**config.mk**
```make
export PLATFORM = sky130hd
export DESIGN_NAME = multicycle_controller_flat
export DESIGN_NICKNAME = d
export VERILOG_FILES = /design/src/rtl/multicycle_controller_if.sv /design/src/rtl/multicycle_controller.sv /design/src/flat_wrapper.sv
export SDC_FILE = /design/constraint.sdc
export NUM_CORES = 1
export LEC_CHECK = 0
export ABC_CLOCK_PERIOD_IN_PS = 1650
export CORE_MARGIN = 3
export CORE_UTILIZATION = 44
export CTS_BUF_LIST = sky130_fd_sc_hd__clkbuf_8 sky130_fd_sc_hd__clkbuf_16
export DETAILED_ROUTE_END_ITERATION = 6
export PLACE_DENSITY = 0.73
export SLEW_MARGIN = 10
export SYNTH_ARGS = -nofsm -noshare
export SYNTH_HDL_FRONTEND = slang
export SYNTH_SLANG_ARGS = --single-unit
```
**constraint.sdc**
```tcl
create_clock -name clock -period 1.65 [get_ports clock]
set_input_delay 0.495 -clock clock [delete_from_list [all_inputs] [get_ports clock]]
set_output_delay 0.495 -clock clock [all_outputs]
set_load 0.02 [all_outputs]
```
**src/rtl/multicycle_controller_if.sv**
```systemverilog
// Control/status bundle between the multi-cycle sequencer and the RV64 subset datapath.
// The sequencer drives the control strobes; the datapath drives opcode, zero and memoryReady.
interface multicycle_controller_if #(
  parameter int unsigned CNT_W = 16
) ();
  logic [6:0]       opcode;
  logic             zero;
  logic             memoryReady;
  logic             PCWrite;
  logic             pcSrc;
  logic             IRWrite;
  logic             ALUSrc;
  logic [1:0]       ALUOp;
  logic             memoryRead;
  logic             memoryWrite;
  logic             memoryToRegister;
  logic             rWrite;
  logic             instrDone;
  logic [CNT_W-1:0] retired;
  logic             error;
  logic [3:0]       state;

  modport master (
    input  opcode, zero, memoryReady,
    output PCWrite, pcSrc, IRWrite, ALUSrc, ALUOp, memoryRead, memoryWrite,
           memoryToRegister, rWrite, instrDone, retired, error, state
  );

  modport slave (
    output opcode, zero, memoryReady,
    input  PCWrite, pcSrc, IRWrite, ALUSrc, ALUOp, memoryRead, memoryWrite,
           memoryToRegister, rWrite, instrDone, retired, error, state
  );
endinterface

```
**src/rtl/multicycle_controller.sv**
```systemverilog
// Multi-cycle control FSM for the RV64 R/LD/SD/BEQ subset: sequences fetch, decode,
// execute, memory and writeback, with a bounded memory handshake and a retire counter.
module multicycle_controller #(
  parameter int unsigned MEM_WAIT_MAX = 15,
  parameter int unsigned CNT_W        = 16
) (
  input  logic                     clock,
  input  logic                     reset,
  multicycle_controller_if.master  bus
);

  localparam int unsigned WAIT_W = $clog2(MEM_WAIT_MAX + 1);

  localparam logic [6:0] OP_R   = 7'b0110011;
  localparam logic [6:0] OP_LD  = 7'b0000011;
  localparam logic [6:0] OP_SD  = 7'b0100011;
  localparam logic [6:0] OP_BEQ = 7'b1100011;

  typedef enum logic [3:0] {
    START     = 4'd0,
    FETCH     = 4'd1,
    DECODE    = 4'd2,
    EXEC_R    = 4'd3,
    EXEC_ADDR = 4'd4,
    EXEC_BEQ  = 4'd5,
    MEM_RD    = 4'd6,
    MEM_WR    = 4'd7,
    WB_R      = 4'd8,
    WB_MEM    = 4'd9,
    TRAP      = 4'd10
  } state_t;

  typedef struct packed {
    logic       pc_write;
    logic       pc_src;
    logic       ir_write;
    logic       alu_src;
    logic [1:0] alu_op;
    logic       mem_read;
    logic       mem_write;
    logic       mem_to_reg;
    logic       r_write;
    logic       instr_done;
    logic       error;
  } ctrl_t;

  state_t              state_q;
  state_t              state_d;
  ctrl_t               ctrl_q;
  logic [WAIT_W-1:0]   wait_q;
  logic [WAIT_W-1:0]   wait_d;
  logic [CNT_W-1:0]    retired_q;
  logic                wr_done_c;
  logic                instr_done_c;

  // Moore output decode; pc_write in EXEC_BEQ is completed by zero at the port
  function automatic ctrl_t decode(input state_t s);
    ctrl_t c;
    c = '0;
    case (s)
      FETCH:     begin c.ir_write = 1'b1; c.pc_write = 1'b1; end
      EXEC_R:    c.alu_op = 2'b10;
      EXEC_ADDR: c.alu_src = 1'b1;
      EXEC_BEQ:  begin c.alu_op = 2'b01; c.pc_src = 1'b1; c.instr_done = 1'b1; end
      MEM_RD:    begin c.alu_src = 1'b1; c.mem_read = 1'b1; end
      MEM_WR:    begin c.alu_src = 1'b1; c.mem_write = 1'b1; end
      WB_R:      begin c.r_write = 1'b1; c.instr_done = 1'b1; end
      WB_MEM:    begin c.r_write = 1'b1; c.mem_to_reg = 1'b1; c.instr_done = 1'b1; end
      TRAP:      c.error = 1'b1;
      default:   c = '0;
    endcase
    return c;
  endfunction

  // Next-state and memory wait counter
  always_comb begin
    state_d = state_q;
    wait_d  = wait_q;
    case (state_q)
      START:  state_d = FETCH;
      FETCH:  state_d = DECODE;
      DECODE: begin
        case (bus.opcode)
          OP_R:         state_d = EXEC_R;
          OP_LD, OP_SD: state_d = EXEC_ADDR;
          OP_BEQ:       state_d = EXEC_BEQ;
          default:      state_d = TRAP;
        endcase
      end
      EXEC_R:    state_d = WB_R;
      EXEC_ADDR: begin
        state_d = (bus.opcode == OP_SD) ? MEM_WR : MEM_RD;
        wait_d  = '0;
      end
      EXEC_BEQ:  state_d = FETCH;
      MEM_RD, MEM_WR: begin
        if (bus.memoryReady) begin
          state_d = (state_q == MEM_RD) ? WB_MEM : FETCH;
        end else if (wait_q == WAIT_W'(MEM_WAIT_MAX)) begin
          state_d = TRAP;
        end else begin
          wait_d = wait_q + WAIT_W'(1);
        end
      end
      WB_R, WB_MEM: state_d = FETCH;
      TRAP:         state_d = TRAP;
      default:      state_d = TRAP;
    endcase
  end

  // A store retires in the same cycle its handshake completes
  assign wr_done_c    = (state_q == MEM_WR) && bus.memoryReady;
  assign instr_done_c = ctrl_q.instr_done || wr_done_c;

  always_ff @(posedge clock or posedge reset) begin
    if (reset) begin
      state_q   <= START;
      ctrl_q    <= '0;
      wait_q    <= '0;
      retired_q <= '0;
    end else begin
      state_q <= state_d;
      ctrl_q  <= decode(state_d);
      wait_q  <= wait_d;
      if (instr_done_c) begin
        retired_q <= retired_q + CNT_W'(1);
      end
    end
  end

  assign bus.PCWrite          = ctrl_q.pc_write || ((state_q == EXEC_BEQ) && bus.zero);
  assign bus.pcSrc            = ctrl_q.pc_src;
  assign bus.IRWrite          = ctrl_q.ir_write;
  assign bus.ALUSrc           = ctrl_q.alu_src;
  assign bus.ALUOp            = ctrl_q.alu_op;
  assign bus.memoryRead       = ctrl_q.mem_read;
  assign bus.memoryWrite      = ctrl_q.mem_write;
  assign bus.memoryToRegister = ctrl_q.mem_to_reg;
  assign bus.rWrite           = ctrl_q.r_write;
  assign bus.instrDone        = instr_done_c;
  assign bus.retired          = retired_q;
  assign bus.error            = ctrl_q.error;
  assign bus.state            = state_q;

endmodule

```
**src/flat_wrapper.sv**
```systemverilog
// flat-port wrapper written by rule: the top's interface ports become plain ports
module multicycle_controller_flat 
#(
  parameter int unsigned MEM_WAIT_MAX = 15,
  parameter int unsigned CNT_W        = 16
)
  (clock, reset, bus_opcode, bus_zero, bus_memoryReady, bus_PCWrite, bus_pcSrc, bus_IRWrite, bus_ALUSrc, bus_ALUOp, bus_memoryRead, bus_memoryWrite, bus_memoryToRegister, bus_rWrite, bus_instrDone, bus_retired, bus_error, bus_state);
  multicycle_controller_if #(.CNT_W(CNT_W)) bus_i ();
  input  logic clock;
  input  logic reset;
  input wire logic [$bits(bus_i.opcode)-1:0] bus_opcode;
  input wire logic [$bits(bus_i.zero)-1:0] bus_zero;
  input wire logic [$bits(bus_i.memoryReady)-1:0] bus_memoryReady;
  output wire logic [$bits(bus_i.PCWrite)-1:0] bus_PCWrite;
  output wire logic [$bits(bus_i.pcSrc)-1:0] bus_pcSrc;
  output wire logic [$bits(bus_i.IRWrite)-1:0] bus_IRWrite;
  output wire logic [$bits(bus_i.ALUSrc)-1:0] bus_ALUSrc;
  output wire logic [$bits(bus_i.ALUOp)-1:0] bus_ALUOp;
  output wire logic [$bits(bus_i.memoryRead)-1:0] bus_memoryRead;
  output wire logic [$bits(bus_i.memoryWrite)-1:0] bus_memoryWrite;
  output wire logic [$bits(bus_i.memoryToRegister)-1:0] bus_memoryToRegister;
  output wire logic [$bits(bus_i.rWrite)-1:0] bus_rWrite;
  output wire logic [$bits(bus_i.instrDone)-1:0] bus_instrDone;
  output wire logic [$bits(bus_i.retired)-1:0] bus_retired;
  output wire logic [$bits(bus_i.error)-1:0] bus_error;
  output wire logic [$bits(bus_i.state)-1:0] bus_state;
  assign bus_i.opcode = bus_opcode;
  assign bus_i.zero = bus_zero;
  assign bus_i.memoryReady = bus_memoryReady;
  assign bus_PCWrite = bus_i.PCWrite;
  assign bus_pcSrc = bus_i.pcSrc;
  assign bus_IRWrite = bus_i.IRWrite;
  assign bus_ALUSrc = bus_i.ALUSrc;
  assign bus_ALUOp = bus_i.ALUOp;
  assign bus_memoryRead = bus_i.memoryRead;
  assign bus_memoryWrite = bus_i.memoryWrite;
  assign bus_memoryToRegister = bus_i.memoryToRegister;
  assign bus_rWrite = bus_i.rWrite;
  assign bus_instrDone = bus_i.instrDone;
  assign bus_retired = bus_i.retired;
  assign bus_error = bus_i.error;
  assign bus_state = bus_i.state;
  multicycle_controller #(.MEM_WAIT_MAX(MEM_WAIT_MAX), .CNT_W(CNT_W)) u_core (.clock(clock), .reset(reset), .bus(bus_i));
endmodule
```
# Yosys cells after proc, flatten, opt, wreduce, memory -nomap -nowiden
# Index checks and enable logic that the tools add are counted.
[classes] add_sub_neg=2 n_eq_ne=25 n_mux=19 n_reduce_logical=13
[op_table] op="$eq 4x3->1 const B" n=8
[op_table] op="$eq 4x4->1 const B" n=6
[op_table] op="$pmux 4 s6" n=1
[op_table] op="$mux 4" n=5
[op_table] op="$add 16x1->16 const B" n=1
[op_table] op="$eq 7x6->1 const B" n=2
[op_table] op="$eq 4x2->1 const B" n=3
[op_table] op="$pmux 4 s3" n=1
[op_table] op="$mux 1" n=10
[op_table] op="$eq 4x1->1 const B" n=2
[op_table] op="$pmux 4 s2" n=1
[op_table] op="$eq 7x2->1 const B" n=1
[op_table] op="$eq 7x7->1 const B" n=1
[op_table] op="$reduce_or 2->1" n=3
[op_table] op="$reduce_or 3->1" n=2
[op_table] op="$add 4x1->4 const B" n=1
[op_table] op="$logic_not 4->1" n=1
[op_table] op="$ne 2x2->1 const B" n=2
[op_table] op="$pmux 2 s2" n=1
[op_table] op="$reduce_or 4->1" n=1
[op_table] op="$reduce_and 3->1" n=1
[op_table] op="$logic_and 1x1->1" n=2
[op_table] op="$logic_or 1x1->1" n=2
[op_table] op="$reduce_bool 2->1" n=1
[totals] ff_bits=35 input_bits=11 output_inout_bits=32 word_cells=72

# Logic depth before layout (Yosys ltp)
[depth] word_depth=7 mapped_depth=7 depth_no_buf=6

# Least setup slack after synthesis
# No wires, ideal clock.
[synth_path] path_type="reg2reg" start="register u_core.state_q[2], in the netlist u_core.bus.state[2]" end="register u_core.retired_q[6], in the netlist u_core.bus.retired[6]" t_arrival_ps=1677 t_required_ps=1521 path_slack_ps=-157 path_stages_with_launch=8 period_less_slack_ps=1807 path_cell_list="dfrtp_1 buf_2 and4b_4 a21o_4 and3_1 buf_2 nand4_1 xnor2_1"
[synth_via] elab_chain_cells=3
[synth_lines] element="start, declared" line_no="multicycle_controller.sv:47" text="state_t state_q;"
[synth_lines] element="start signal, assigned" line_no="multicycle_controller.sv:122" text="state_q <= state_d;"
[synth_lines] element="$eq 4x3->1" line_no="multicycle_controller.sv:112" text="assign wr_done_c = (state_q == MEM_WR) && bus.memoryReady;"
[synth_lines] element="$logic_and 1x1->1" line_no="multicycle_controller.sv:112"
[synth_lines] element="$logic_or 1x1->1" line_no="multicycle_controller.sv:113" text="assign instr_done_c = ctrl_q.instr_done || wr_done_c;"
[synth_lines] element="named net bus_instrDone" line_no="flat_wrapper.sv:23" text="output wire logic [$bits(bus_i.instrDone)-1:0] bus_instrDone;"
[synth_lines] element="end signal, assigned" line_no="multicycle_controller.sv:126" text="retired_q <= retired_q + CNT_W'(1);"
[synth_lines] element="end, declared" line_no="multicycle_controller.sv:52" text="logic [CNT_W-1:0] retired_q;"
# The timed path passes the listed nets, and every way through them passes these cells.
# A chain may end at the register's enable or synchronous reset.

# Worst setup path after layout
[layout_path] start="input port bus_memoryReady" end="output port bus_instrDone"
[layout_via] elab_chain_cells=2
[layout_lines] element="start, declared" line_no="flat_wrapper.sv:13" text="input wire logic [$bits(bus_i.memoryReady)-1:0] bus_memoryReady;"
[layout_lines] element="$logic_and 1x1->1" line_no="multicycle_controller.sv:112"
[layout_lines] element="$logic_or 1x1->1" line_no="multicycle_controller.sv:113"
[layout_lines] element="end, declared" line_no="flat_wrapper.sv:23"
# No other way between the ends.

==> impl_metrics.csv <==
group,metric,value,unit
timing,fin_ws,-0.1831,ns
power,comb_power_share,46.0,%
floorplan,core_area,3716,µm²
critical_path,worstSetupPathType,"in -> out",
detailed_routing,antenna_left,0,
clock_tree,cts_tree,"done",
floorplan,rows,22,
clock_tree,root_buffer,"clkbuf_8",
floorplan,start_util,46.03,%
critical_path,cp.required,1.15,ns
hold_path,holdPathStages,1,
place,place.port_buffers,42,
synthesis,syn_nets,159,
cells_and_area,layout-drive-gt1-share,40.00,%
cells_and_area,fillCellCount,265,
grt,overflow,0,
hold_path,hold_class,"reg -> reg",
status,violations,"negative setup slack",
power,power_frac_seq,29.8,%
critical_path,r2r-end,"u_core.bus.ALUSrc",
cells_and_area,area_growth,60.20,%
detailed_routing,drtPass1Iterations,4,
detailed_routing,viasPerCell,5.029,
cells_and_area,mostFrequentLayoutCell,"buf_4",
timing,rsz0062_at_grt,"yes",
synthesis,netlist_instances,146,
critical_path,r2r_cells,6,
clock_tree,clock-sinks,35,
critical_path,crit_path_end_kind,"primary output",
critical_path,cp-start-kind,"primary input",
power,p_leak,0.001352,µW
grt,antenna_found_initial,0,
clock_tree,clk_latency,0.29,ns
grt,grt_pass1_wl,6768,µm
grt,grt_usage,20.49,%
power,cell_internal_pwr,2476,µW
floorplan,die_height,68.35,µm
hold_path,min_to,"u_core.bus.retired[15]",
power,p_switching,1264,µW
detailed_routing,routed_wl,4295,µm
clock_tree,cts_buffer_depth,2,
critical_path,r2r-start,"u_core.bus.state[2]",
synthesis,synth_edf_count,0,
floorplan,die-area,4671,µm²
grt,grt_pass1_vias,1411,
status,status,"complete, but fails checks",
flow_run,cap_viol_max_count,0,
timing,finClkSkew,0.009456,ns
floorplan,die_x,68.35,µm
synthesis,ys_types,44,
clock_tree,cts_buffers,5,
synthesis,syn_avg_cell_area,11.72,µm²
timing,timing_max_transition_violations_final,0,
clock_tree,cts.hold.buffers_added,0,
synthesis,seq_area_frac_synth,51.21,%
critical_path,worstPathArrival,1.34,ns
timing,relSlewSlack,79.80,%
power,peakVddDrop,1.110,mV
cells_and_area,multi_input_area,939.7,µm²
cells_and_area,layout_common_cells,"buf_4 (32), dlygate4sd2_1 (31), dfrtp_1 (31)",
detailed_routing,drtIter0Drc,102,
timing,fmax,0.5455,GHz
detailed_routing,wl_per_cell,15.45,µm
synthesis,yosysWarnings,0,
clock_tree,clkTransAtPathRegs,0.07,ns
timing,min_period_over_period,111.1,%
floorplan,ios,43,
cells_and_area,antenna_cells,0,
power,p_clk_share,24.2,%
clock_tree,h-tree-depth,2,
timing,timing_hold_violations_final,0,
cells_and_area,seqCellArea,880.8,µm²
cells_and_area,fin_nets,242,
timing,period_needed,1.833,ns
cells_and_area,finalInstanceArea,2740,µm²
cells_and_area,fin_util,73.74,%
detailed_routing,num_vias,1398,
timing,whs,0.4694,ns
place,place_hpwl,3007,µm
synthesis,synth-main-ff-cell,"dfrtp_1",
hold_path,holdCritStartpoint,"u_core.bus.retired[15]",
power,swShare,33.79,%
grt,grt_start_max_net_pins,36,
place,gp_congestion,0.7402,
synthesis,netlist_area,1710,µm²
critical_path,r2r_slack,-0.13,ns
power,p_per_area,1365,nW/µm²
detailed_routing,drc,0,
synthesis,ys_async_sr_fraction,100.0,%
timing,setup-violations-final,12,
place,place_area,2466,µm²
synthesis,synth_seq_cells,35,
timing,tightest_slew,0.3017,ns
critical_path,critPathMaxFanout,5,
timing,tns,-0.9963,ns
-- critical path, cell delays in order --
cell             delay (ns)
clkdlybuf4s15_1        0.24
and4b_4                0.23
a21o_4                 0.22
buf_2                  0.15
-- per-stage QoR --
step	worst slack (ns)	power [µW]	cells
2_1_floorplan	-0.08061	2013	146
3_3_place_gp	-0.8657	2697	262
3_5_place_dp	-0.8678	2736	262
4_1_cts	-0.1897	3680	273
5_1_grt	-0.2284	3938	278
6_report	-0.1831	3740	278
-- power groups by stage --
stage | Clock, µW | Sequential (µW) | Combinational [µW]
after global routing | 967 | 1130 | 1840
after floorplan | 0 | 1350 | 664
after global placement | 0 | 1120 | 1580
after CTS | 928 | 1110 | 1640
final | 904 | 1110 | 1720
after detailed placement | 0 | 1120 | 1620
-- per-layer routing --
metal | wire length (µm) | part of all wire, % | up-vias | global-route usage, %
met1 | 1706 | 40 | 686 | 23.70
met3 | 219 | 5.1 | 5 | 7.718
li1 | - | - | 669 | -
met2 | 2331 | 54 | 38 | 35.50
met4 | 39 | 0.91 | 0 | 5.211
met5 | 0 | 0 | - | 0
-- sequential cells by signal, indices dropped and copies added (netlist names), 2 cells and up --
register,count
u_core.wait_q,4
u_core.bus.retired,16
u_core.bus.state,4
u_core.ctrl_q,2
u_core.bus.ALUOp,2
-- layout make-up --
type,instances,share of cell area (%)
Clock buffer,5,2.511
Inverter,4,0.5479
Sequential cell,35,32.15
Clock inverter,3,2.329
Timing Repair Buffer,82,25.98
Tap cell,48,2.192
Multi-Input combinational cell,101,34.29
-- cell usage after synthesis (2+ instances only) --
cell / number / area share [%]
a211o_1: 2 / 1.0
and2_1: 4 / 1.5
and3_1: 3 / 1.1
buf_2: 3 / 0.88
buf_4: 3 / 1.3
dfrtp_1: 35 / 51
ha_1: 2 / 1.5
inv_1: 4 / 0.88
mux2i_1: 2 / 1.2
nand2_1: 9 / 2.0
nand2b_1: 6 / 2.2
nand3_1: 5 / 1.5
nand4_1: 4 / 1.5
nand4bb_1: 2 / 1.3
nor2_1: 9 / 2.0
nor2b_1: 7 / 2.6
nor3_1: 5 / 1.5
xnor2_1: 11 / 5.6
xor2_1: 5 / 2.6
-- timing repair --
| action | in CTS | in global routing |
|---|---|---|
| buffers inserted | 3 | 5 |
| pin swaps | 9 | 9 |
| setup endpoints to repair | 59 | 26 |
| gates cloned | 0 | 0 |
| gates resized for setup | 75 | 20 |
| endpoints found under the hold margin | 0 | 0 |
-- cells by family (layout without fill, tap and decap cells) --
kind of cell | after synthesis | count (layout) | synth area share (%)
simple gates | 64 | 64 | 24.36
mux | 4 | 4 | 2.487
flops | 35 | 35 | 51.21
buf+inv | 10 | 94 | 3.072
compound gates | 15 | 15 | 9.218
fa+ha+maj | 2 | 2 | 1.463
xor+xnor | 16 | 16 | 8.193
-- worst max-delay path by stage --
| stage | start | end | slack (ns) | cells past startpoint |
|---|---|---|---|---|
| floorplan | u_core.bus.state[3] | u_core.bus.retired[6] | -0.08 | 6 |
| global route | u_core.bus.state[3] | bus_instrDone | -0.23 | 3 |
| finish | bus_memoryReady | bus_instrDone | -0.18 | 4 |
| global placement | bus_memoryReady | bus_instrDone | -0.87 | 4 |
| detailed placement | bus_memoryReady | bus_instrDone | -0.87 | 4 |
| CTS | bus_memoryReady | bus_instrDone | -0.19 | 4 |
No activity file was read; power rests on OpenSTA's default activity.
